`config.mk`:
```
export PLATFORM = sky130hd
export DESIGN_NAME = irrigation_scheduler
export DESIGN_NICKNAME = d
export VERILOG_FILES = /design/src/rtl/irrigation_pkg.sv /design/src/rtl/input_debouncer.sv /design/src/rtl/irrigation_scheduler.sv
export SDC_FILE = /design/constraint.sdc
export NUM_CORES = 1
export LEC_CHECK = 0
export ABC_AREA = 1
export BUFFER_PORTS_ARGS = -buffer_cell sky130_fd_sc_hd__buf_2
export CORE_ASPECT_RATIO = 1.4
export CORE_UTILIZATION = 40
export CTS_CLUSTER_DIAMETER = 50
export DETAILED_ROUTE_END_ITERATION = 8
export GPL_ROUTABILITY_DRIVEN = 0
export PLACE_DENSITY_LB_ADDON = 0.05
export SYNTH_ARGS = -nofsm -noshare
export SYNTH_HDL_FRONTEND = slang
export SYNTH_SLANG_ARGS = --single-unit
```
`constraint.sdc`:
```
create_clock -name clock -period 5.63 [get_ports clock]
set_input_delay 0.563 -clock clock [delete_from_list [all_inputs] [get_ports clock]]
set_output_delay 0.563 -clock clock [all_outputs]
set_load 0.02 [all_outputs]
```
`src/rtl/irrigation_pkg.sv`:
```
// Shared types and helpers for the multi-zone irrigation scheduler.
package irrigation_pkg;

  typedef enum logic [2:0] {
    IDLE     = 3'd0,
    SELECT   = 3'd1,
    IRRIGATE = 3'd2,
    SOAK     = 3'd3,
    FAULT    = 3'd4
  } state_t;

  typedef enum logic {
    DRIPPER   = 1'b0,
    SPRINKLER = 1'b1
  } mode_t;

  localparam int MAX_LEVELS = 32;

  // A level vector is valid thermometer code when no set bit sits above a clear bit.
  function automatic logic is_thermometer(input logic [MAX_LEVELS-1:0] value, input int width);
    logic ok;
    ok = 1'b1;
    for (int i = 1; i < MAX_LEVELS; i++) begin
      if (i < width && value[i] && !value[i-1]) ok = 1'b0;
    end
    return ok;
  endfunction

endpackage

```
`src/rtl/input_debouncer.sv`:
```
// Two-flop synchroniser followed by a per-bit debouncer: a bit is accepted
// only after the synchronised input has differed from it for CYCLES cycles.
module input_debouncer #(
  parameter int WIDTH  = 1,
  parameter int CYCLES = 1
) (
  input  logic             clock,
  input  logic             reset,
  input  logic [WIDTH-1:0] raw,
  output logic [WIDTH-1:0] stable
);

  localparam int CW = (CYCLES > 1) ? $clog2(CYCLES) : 1;
  localparam logic [CW-1:0] LAST = CW'(CYCLES - 1);

  logic [WIDTH-1:0] sync1;
  logic [WIDTH-1:0] sync2;

  always_ff @(posedge clock or posedge reset) begin
    if (reset) begin
      sync1 <= '0;
      sync2 <= '0;
    end else begin
      sync1 <= raw;
      sync2 <= sync1;
    end
  end

  for (genvar i = 0; i < WIDTH; i++) begin : g_bit
    logic [CW-1:0] cnt;
    logic          stable_bit;

    // Any cycle where the input agrees with the accepted value restarts the count.
    always_ff @(posedge clock or posedge reset) begin
      if (reset) begin
        cnt        <= '0;
        stable_bit <= 1'b0;
      end else if (sync2[i] == stable_bit) begin
        cnt <= '0;
      end else if (cnt == LAST) begin
        cnt        <= '0;
        stable_bit <= sync2[i];
      end else begin
        cnt <= cnt + CW'(1);
      end
    end

    assign stable[i] = stable_bit;
  end

endmodule

```
`src/rtl/irrigation_scheduler.sv`:
```
// Multi-zone irrigation scheduler: debounced sensors, round-robin zone
// selection, bounded watering runs with a soak pause, and fault handling.
module irrigation_scheduler
  import irrigation_pkg::*;
#(
  parameter int ZONES           = 4,
  parameter int LEVELS          = 3,
  parameter int DEBOUNCE_CYCLES = 1024,
  parameter int MAX_RUN_CYCLES  = 65536,
  parameter int SOAK_CYCLES     = 16384
) (
  input  logic                     clock,
  input  logic                     reset,
  input  logic [LEVELS-1:0]        water_levels,
  input  logic [ZONES-1:0]         earth_humidity,
  input  logic                     air_humidity,
  input  logic                     low_temperature,
  output logic                     water_supply_valvule,
  output logic                     splinker_bomb,
  output logic                     dripper_valvule,
  output logic [ZONES-1:0]         zone_valvule,
  output logic                     alarm,
  output logic [$clog2(ZONES)-1:0] active_zone,
  output logic [2:0]               state
);

  localparam int ZW = $clog2(ZONES);
  localparam int RW = (MAX_RUN_CYCLES > 1) ? $clog2(MAX_RUN_CYCLES) : 1;
  localparam int SW = (SOAK_CYCLES > 1) ? $clog2(SOAK_CYCLES) : 1;

  logic [LEVELS-1:0]     levels_db;
  logic [ZONES-1:0]      zones_db;
  logic [1:0]            env_db;
  logic [MAX_LEVELS-1:0] levels_ext;
  logic                  conflict;
  logic                  water_ok;
  logic                  mid_ok;
  logic                  full;
  logic [ZONES-1:0]      dry;
  mode_t                 mode_now;

  state_t                state_q;
  state_t                state_d;
  logic [ZW-1:0]         zone_q;
  mode_t                 mode_q;
  logic [ZW-1:0]         rr_ptr;
  logic [RW-1:0]         run_cnt;
  logic [SW-1:0]         soak_cnt;

  logic [ZW:0]           cand;
  logic [ZW-1:0]         sel_zone;
  logic                  sel_found;
  logic                  irrigate_exit;
  logic                  soak_done;

  logic [ZW-1:0]         zone_next;
  mode_t                 mode_next;
  logic [ZONES-1:0]      zone_valve_d;
  logic                  sprinkler_d;
  logic                  dripper_d;
  logic                  supply_d;
  logic                  alarm_d;

  input_debouncer #(.WIDTH(LEVELS), .CYCLES(DEBOUNCE_CYCLES)) u_levels_db (
    .clock (clock),
    .reset (reset),
    .raw   (water_levels),
    .stable(levels_db)
  );

  input_debouncer #(.WIDTH(ZONES), .CYCLES(DEBOUNCE_CYCLES)) u_zones_db (
    .clock (clock),
    .reset (reset),
    .raw   (earth_humidity),
    .stable(zones_db)
  );

  input_debouncer #(.WIDTH(2), .CYCLES(DEBOUNCE_CYCLES)) u_env_db (
    .clock (clock),
    .reset (reset),
    .raw   ({air_humidity, low_temperature}),
    .stable(env_db)
  );

  always_comb begin
    levels_ext = '0;
    levels_ext[LEVELS-1:0] = levels_db;
  end

  assign conflict  = !is_thermometer(levels_ext, LEVELS);
  assign water_ok  = levels_db[0];
  assign mid_ok    = levels_db[1];
  assign full      = levels_db[LEVELS-1];
  assign dry       = ~zones_db;
  assign mode_now  = (!env_db[1] && !env_db[0] && mid_ok) ? SPRINKLER : DRIPPER;

  assign irrigate_exit = zones_db[zone_q] || (run_cnt == RW'(MAX_RUN_CYCLES - 1)) || !water_ok;
  assign soak_done     = (soak_cnt == SW'(SOAK_CYCLES - 1));

  // Round-robin search: first dry zone at or after rr_ptr, wrapping past ZONES-1.
  always_comb begin
    cand      = '0;
    sel_zone  = rr_ptr;
    sel_found = 1'b0;
    for (int i = 0; i < ZONES; i++) begin
      cand = {1'b0, rr_ptr} + (ZW+1)'(i);
      if (cand >= (ZW+1)'(ZONES)) cand = cand - (ZW+1)'(ZONES);
      if (!sel_found && dry[cand[ZW-1:0]]) begin
        sel_found = 1'b1;
        sel_zone  = cand[ZW-1:0];
      end
    end
  end

  always_ff @(posedge clock or posedge reset) begin
    if (reset) begin
      state_q  <= IDLE;
      zone_q   <= '0;
      mode_q   <= DRIPPER;
      rr_ptr   <= '0;
      run_cnt  <= '0;
      soak_cnt <= '0;
    end else begin
      state_q <= state_d;
      if (state_q == SELECT && sel_found) begin
        zone_q <= sel_zone;
        mode_q <= mode_now;
      end
      if (state_q == IRRIGATE && state_d == IRRIGATE) run_cnt <= run_cnt + RW'(1);
      else run_cnt <= '0;
      if (state_q == SOAK && state_d == SOAK) soak_cnt <= soak_cnt + SW'(1);
      else soak_cnt <= '0;
      // The pointer only advances after a completed visit; a fault leaves it alone.
      if (state_q == IRRIGATE && state_d == SOAK) begin
        rr_ptr <= (zone_q == ZW'(ZONES - 1)) ? '0 : zone_q + ZW'(1);
      end
    end
  end

  always_comb begin
    state_d = state_q;
    if (conflict) begin
      state_d = FAULT;
    end else begin
      case (state_q)
        IDLE:     if (water_ok && |dry) state_d = SELECT;
        SELECT:   state_d = sel_found ? IRRIGATE : IDLE;
        IRRIGATE: if (irrigate_exit) state_d = SOAK;
        SOAK:     if (soak_done) state_d = IDLE;
        FAULT:    state_d = IDLE;
        default:  state_d = IDLE;
      endcase
    end
  end

  // Outputs are computed from the upcoming state so they register together with it.
  always_comb begin
    zone_next    = (state_q == SELECT && sel_found) ? sel_zone : zone_q;
    mode_next    = (state_q == SELECT && sel_found) ? mode_now : mode_q;
    zone_valve_d = '0;
    sprinkler_d  = 1'b0;
    dripper_d    = 1'b0;
    supply_d     = !full && !conflict && (state_d != FAULT);
    alarm_d      = conflict || !mid_ok || (state_d == FAULT);
    if (state_d == IRRIGATE) begin
      zone_valve_d[zone_next] = 1'b1;
      sprinkler_d             = (mode_next == SPRINKLER);
      dripper_d               = (mode_next == DRIPPER);
    end
  end

  always_ff @(posedge clock or posedge reset) begin
    if (reset) begin
      water_supply_valvule <= 1'b0;
      splinker_bomb        <= 1'b0;
      dripper_valvule      <= 1'b0;
      zone_valvule         <= '0;
      alarm                <= 1'b0;
      active_zone          <= '0;
      state                <= 3'd0;
    end else begin
      water_supply_valvule <= supply_d;
      splinker_bomb        <= sprinkler_d;
      dripper_valvule      <= dripper_d;
      zone_valvule         <= zone_valve_d;
      alarm                <= alarm_d;
      active_zone          <= zone_next;
      state                <= state_d;
    end
  end

endmodule
```
==> run summary <==
Number of global-route vias before repair: 5140
Hold Fails Final Rpt: 0
Combinational cell fraction of total power: 2.8%
Status: finished clean
Reg clk slew, reported paths: 0.06 ns
Net Sw Frac: 20.7%
DRT antenna net count: 0
Synthesis Warnings: 0
Share of cells above drive strength 1: 12.0%
Hpwl dp: 9410 um
WL/cell: 12.0 um
# DRC: 0
RSZ-0062 raised after global routing: no
Slew margin rel.: 31.6%
P_sw: 511 uW
Core Area: 18100 um2
Worst clock skew: 0.00593 ns
Final min period: 2.06 ns
Most used cell, CP: nand2_2
Port Buffers: 23
CTS Root Cell: clkbuf_16
Clock Latency Late Sink: 0.42 ns
Initial antenna violation count: 0
Clk pwr share: 48.1%
CTS Buf Count: 17
Leak: 0.00381 uW
Diode count: 0
First-pass GRT wire length: 23000 um
Worst-Margin Slew: 1.03 ns
Worst-path cell chain: ha_1 > nand2_2 > nor2_2 > nand2_2 > clkinv_2 > nand3_1 > nand2_1 > nand2_1 > nand2_2 > nand2_2 > nor2_2 > nand2_2 > nor2_1
Yosys cell types: 35
Via density: 4.76
Flops & latches, synth: 163
Syn avg cell area: 9.17 um2
Hold slack: 0.247 ns
DRT Pass-1 Iters: 7
Die width: 117 um
Pwr per Cell Area: 293 nW/um2
Crit path kind: reg -> reg
Setup crit end kind: flop
Sequential Power Share: 49.1%
Setup crit start kind: flop
Largest net degree at the start of global routing: 116
Grt total ovfl: 0
F_max: 485 MHz
H-tree Lvls: 4
Tcrit/Tclk final: 36.6%
CP peak stage delay: 0.41 ns
Int Pwr: 1960 uW
Final TNS setup: 0 ns
Total Routing Usage GR: 15.5%
Post-CTS Setup Repair Bufs: 0
Total number of vias: 5231
Initial Util: 41.1%
Highest net fanout along the worst path: 14
Dpl ws: 3.45 ns
Max-Cap Viols: 0
Longest Clk Path Bufs: 2
I/O pin count: 24
FP Rows: 58
# clock sinks: 163
Setup violators final: 0
Area grow syn2layout: 13.3%
CTS resizes: 0
# hold bufs at CTS: 0
Req. time, crit path: 5.97 ns
Slew Limit Fails: 0
CP arrival: 2.40 ns
Slowest CP cell: dfrtp_1
Die Footprint: 19100 um2
DR iter-0 viols: 149
Syn Inst Count: 810
Worst setup margin: 3.57 ns
Wirelength, routed: 13200 um
HP Class: in -> reg
Fin nets: 871
Sequential-to-total area share from yosys stat: 54.9%
Total nets after synthesis: 833
Worst vdd rail ir drop: 0.223 mV
Synthesized area: 7430 um2
Die Y: 163 um
CTS tree: yes
## cells in the mapped netlist
library cell,count,area (um2)
a21oi_1,33,165
a21oi_2,2,17.5
a31o_2,6,52.6
a31oi_1,1,6.26
and3_1,9,56.3
buf_12,1,20.0
buf_2,3,15.0
buf_6,1,11.3
clkinv_2,1,5.00
dfrtp_1,163,4080
ha_1,12,150
inv_1,79,297
inv_2,1,3.75
mux2_2,2,22.5
nand2_1,154,578
nand2_2,8,50.1
nand2_4,1,11.3
nand3_1,49,245
nand3b_1,3,22.5
nand4_1,7,43.8
nor2_1,128,480
nor2_2,12,75.1
nor2_4,13,146
nor3_1,31,155
nor3_2,1,10.0
nor3_4,1,16.3
nor3b_1,23,173
nor4_1,2,12.5
o21ai_0,9,45.0
o21ai_1,1,5.00
o21bai_1,2,15.0
o31a_1,1,8.76
or2_2,1,6.26
xnor2_1,19,166
xor2_1,30,263
## flip-flops by register name (all words and copies together) (netlist names), 2 cells and up
name                          flops
u_levels_db.sync2                 3
soak_cnt                         14
u_zones_db.sync1                  4
run_cnt                          16
u_levels_db.sync1                 3
u_env_db.g_bit.cnt               20
zone_valvule                      4
active_zone                       2
u_env_db.sync1                    2
u_zones_db.g_bit.stable_bit       4
state                             3
u_levels_db.g_bit.stable_bit      3
u_env_db.sync2                    2
u_levels_db.g_bit.cnt            30
u_zones_db.g_bit.cnt             40
rr_ptr                            2
u_env_db.g_bit.stable_bit         2
u_zones_db.sync2                  4
## placed cells by master (no fill, tap or decap), types with 8 or more instances in the layout
cell type	instances
nand2_2	8
and3_1	9
buf_2	23
ha_1	12
nor2_4	13
a21oi_1	33
nor3_1	31
nor2_1	128
nand3_1	49
nor3b_1	23
xor2_1	30
nand2_1	154
xnor2_1	19
clkbuf_16	17
dfrtp_1	163
o21ai_0	9
nor2_2	12
inv_1	78
## power by group through the flow
stage                     Combinational (uW)  Clock, uW  Sequential (uW)
after floorplan                         51.4          0             1230
after global placement                  69.7          0             1230
after detailed placement                71.9          0             1230
after CTS                               72.0       1230             1210
after global routing                    82.3       1280             1220
final                                   68.0       1190             1210
## final cells by class
cell class | instances | area, um2
clock inverters | 11 | 161
fillers | 1759 | 9650
repair buffers | 24 | 123
flip-flops and latches | 163 | 4080
clock buffers | 19 | 443
inverters | 81 | 310
multi-input cells | 561 | 3000
well taps | 240 | 300
## path summary, 6_finish.rpt
kind / startpoint / to / slack, ns / cells past startpoint
setup / recovery: run_cnt[0]$_DFF_PP0_ / soak_cnt[1]$_DFF_PP0_ / 3.57 / 13
hold / removal: earth_humidity[3] / u_zones_db.sync1[3]$_DFF_PP0_ / 0.25 / 1
setup reg to reg: run_cnt[0]$_DFF_PP0_ / soak_cnt[1]$_DFF_PP0_ / 3.57 / 13
hold reg to reg: u_env_db.sync1[0]$_DFF_PP0_ / u_env_db.sync2[0]$_DFF_PP0_ / 0.35 / 0
max in group asynchronous: reset / u_levels_db.sync2[0]$_DFF_PP0_ / 4.00 / 3
min in group asynchronous: reset / u_env_db.g_bit[0].cnt[1]$_DFF_PP0_ / 0.38 / 2
## critical path: cells and delay by family, from the launching register on
kind	cells	cell delay (ns)
simple gates	11	1.29
flops	1	0.41
buf+inv	1	0.07
fa+ha+maj	1	0.20
## per-stage QoR
stage	total power, uW	area [um2]	util, %	instances
floorplan	1280	7430	-	810
finish	2470	8420	46.6	1099
CTS	2520	8420	46.6	1099
detailed placement	1310	7810	43.2	1069
global route	2570	8420	46.6	1099
global placement	1300	7810	43.2	1069
## cell families after synthesis
kind of cell,share of synthesized area (%)
mux,0.303
fa+ha+maj,2.02
xor+xnor,5.78
compound gates,4.24
simple gates,28.0
buf+inv,4.73
flops,54.9
## routing by layer
layer  wire (um)  up-vias  track usage [%]
met3         412       11             4.34
li1            -     2672                -
met1        5870     2502             18.1
met5           0        -                0
met2        6770       46             26.9
met4         165        0             5.41
(Power assumes the default switching activity.)
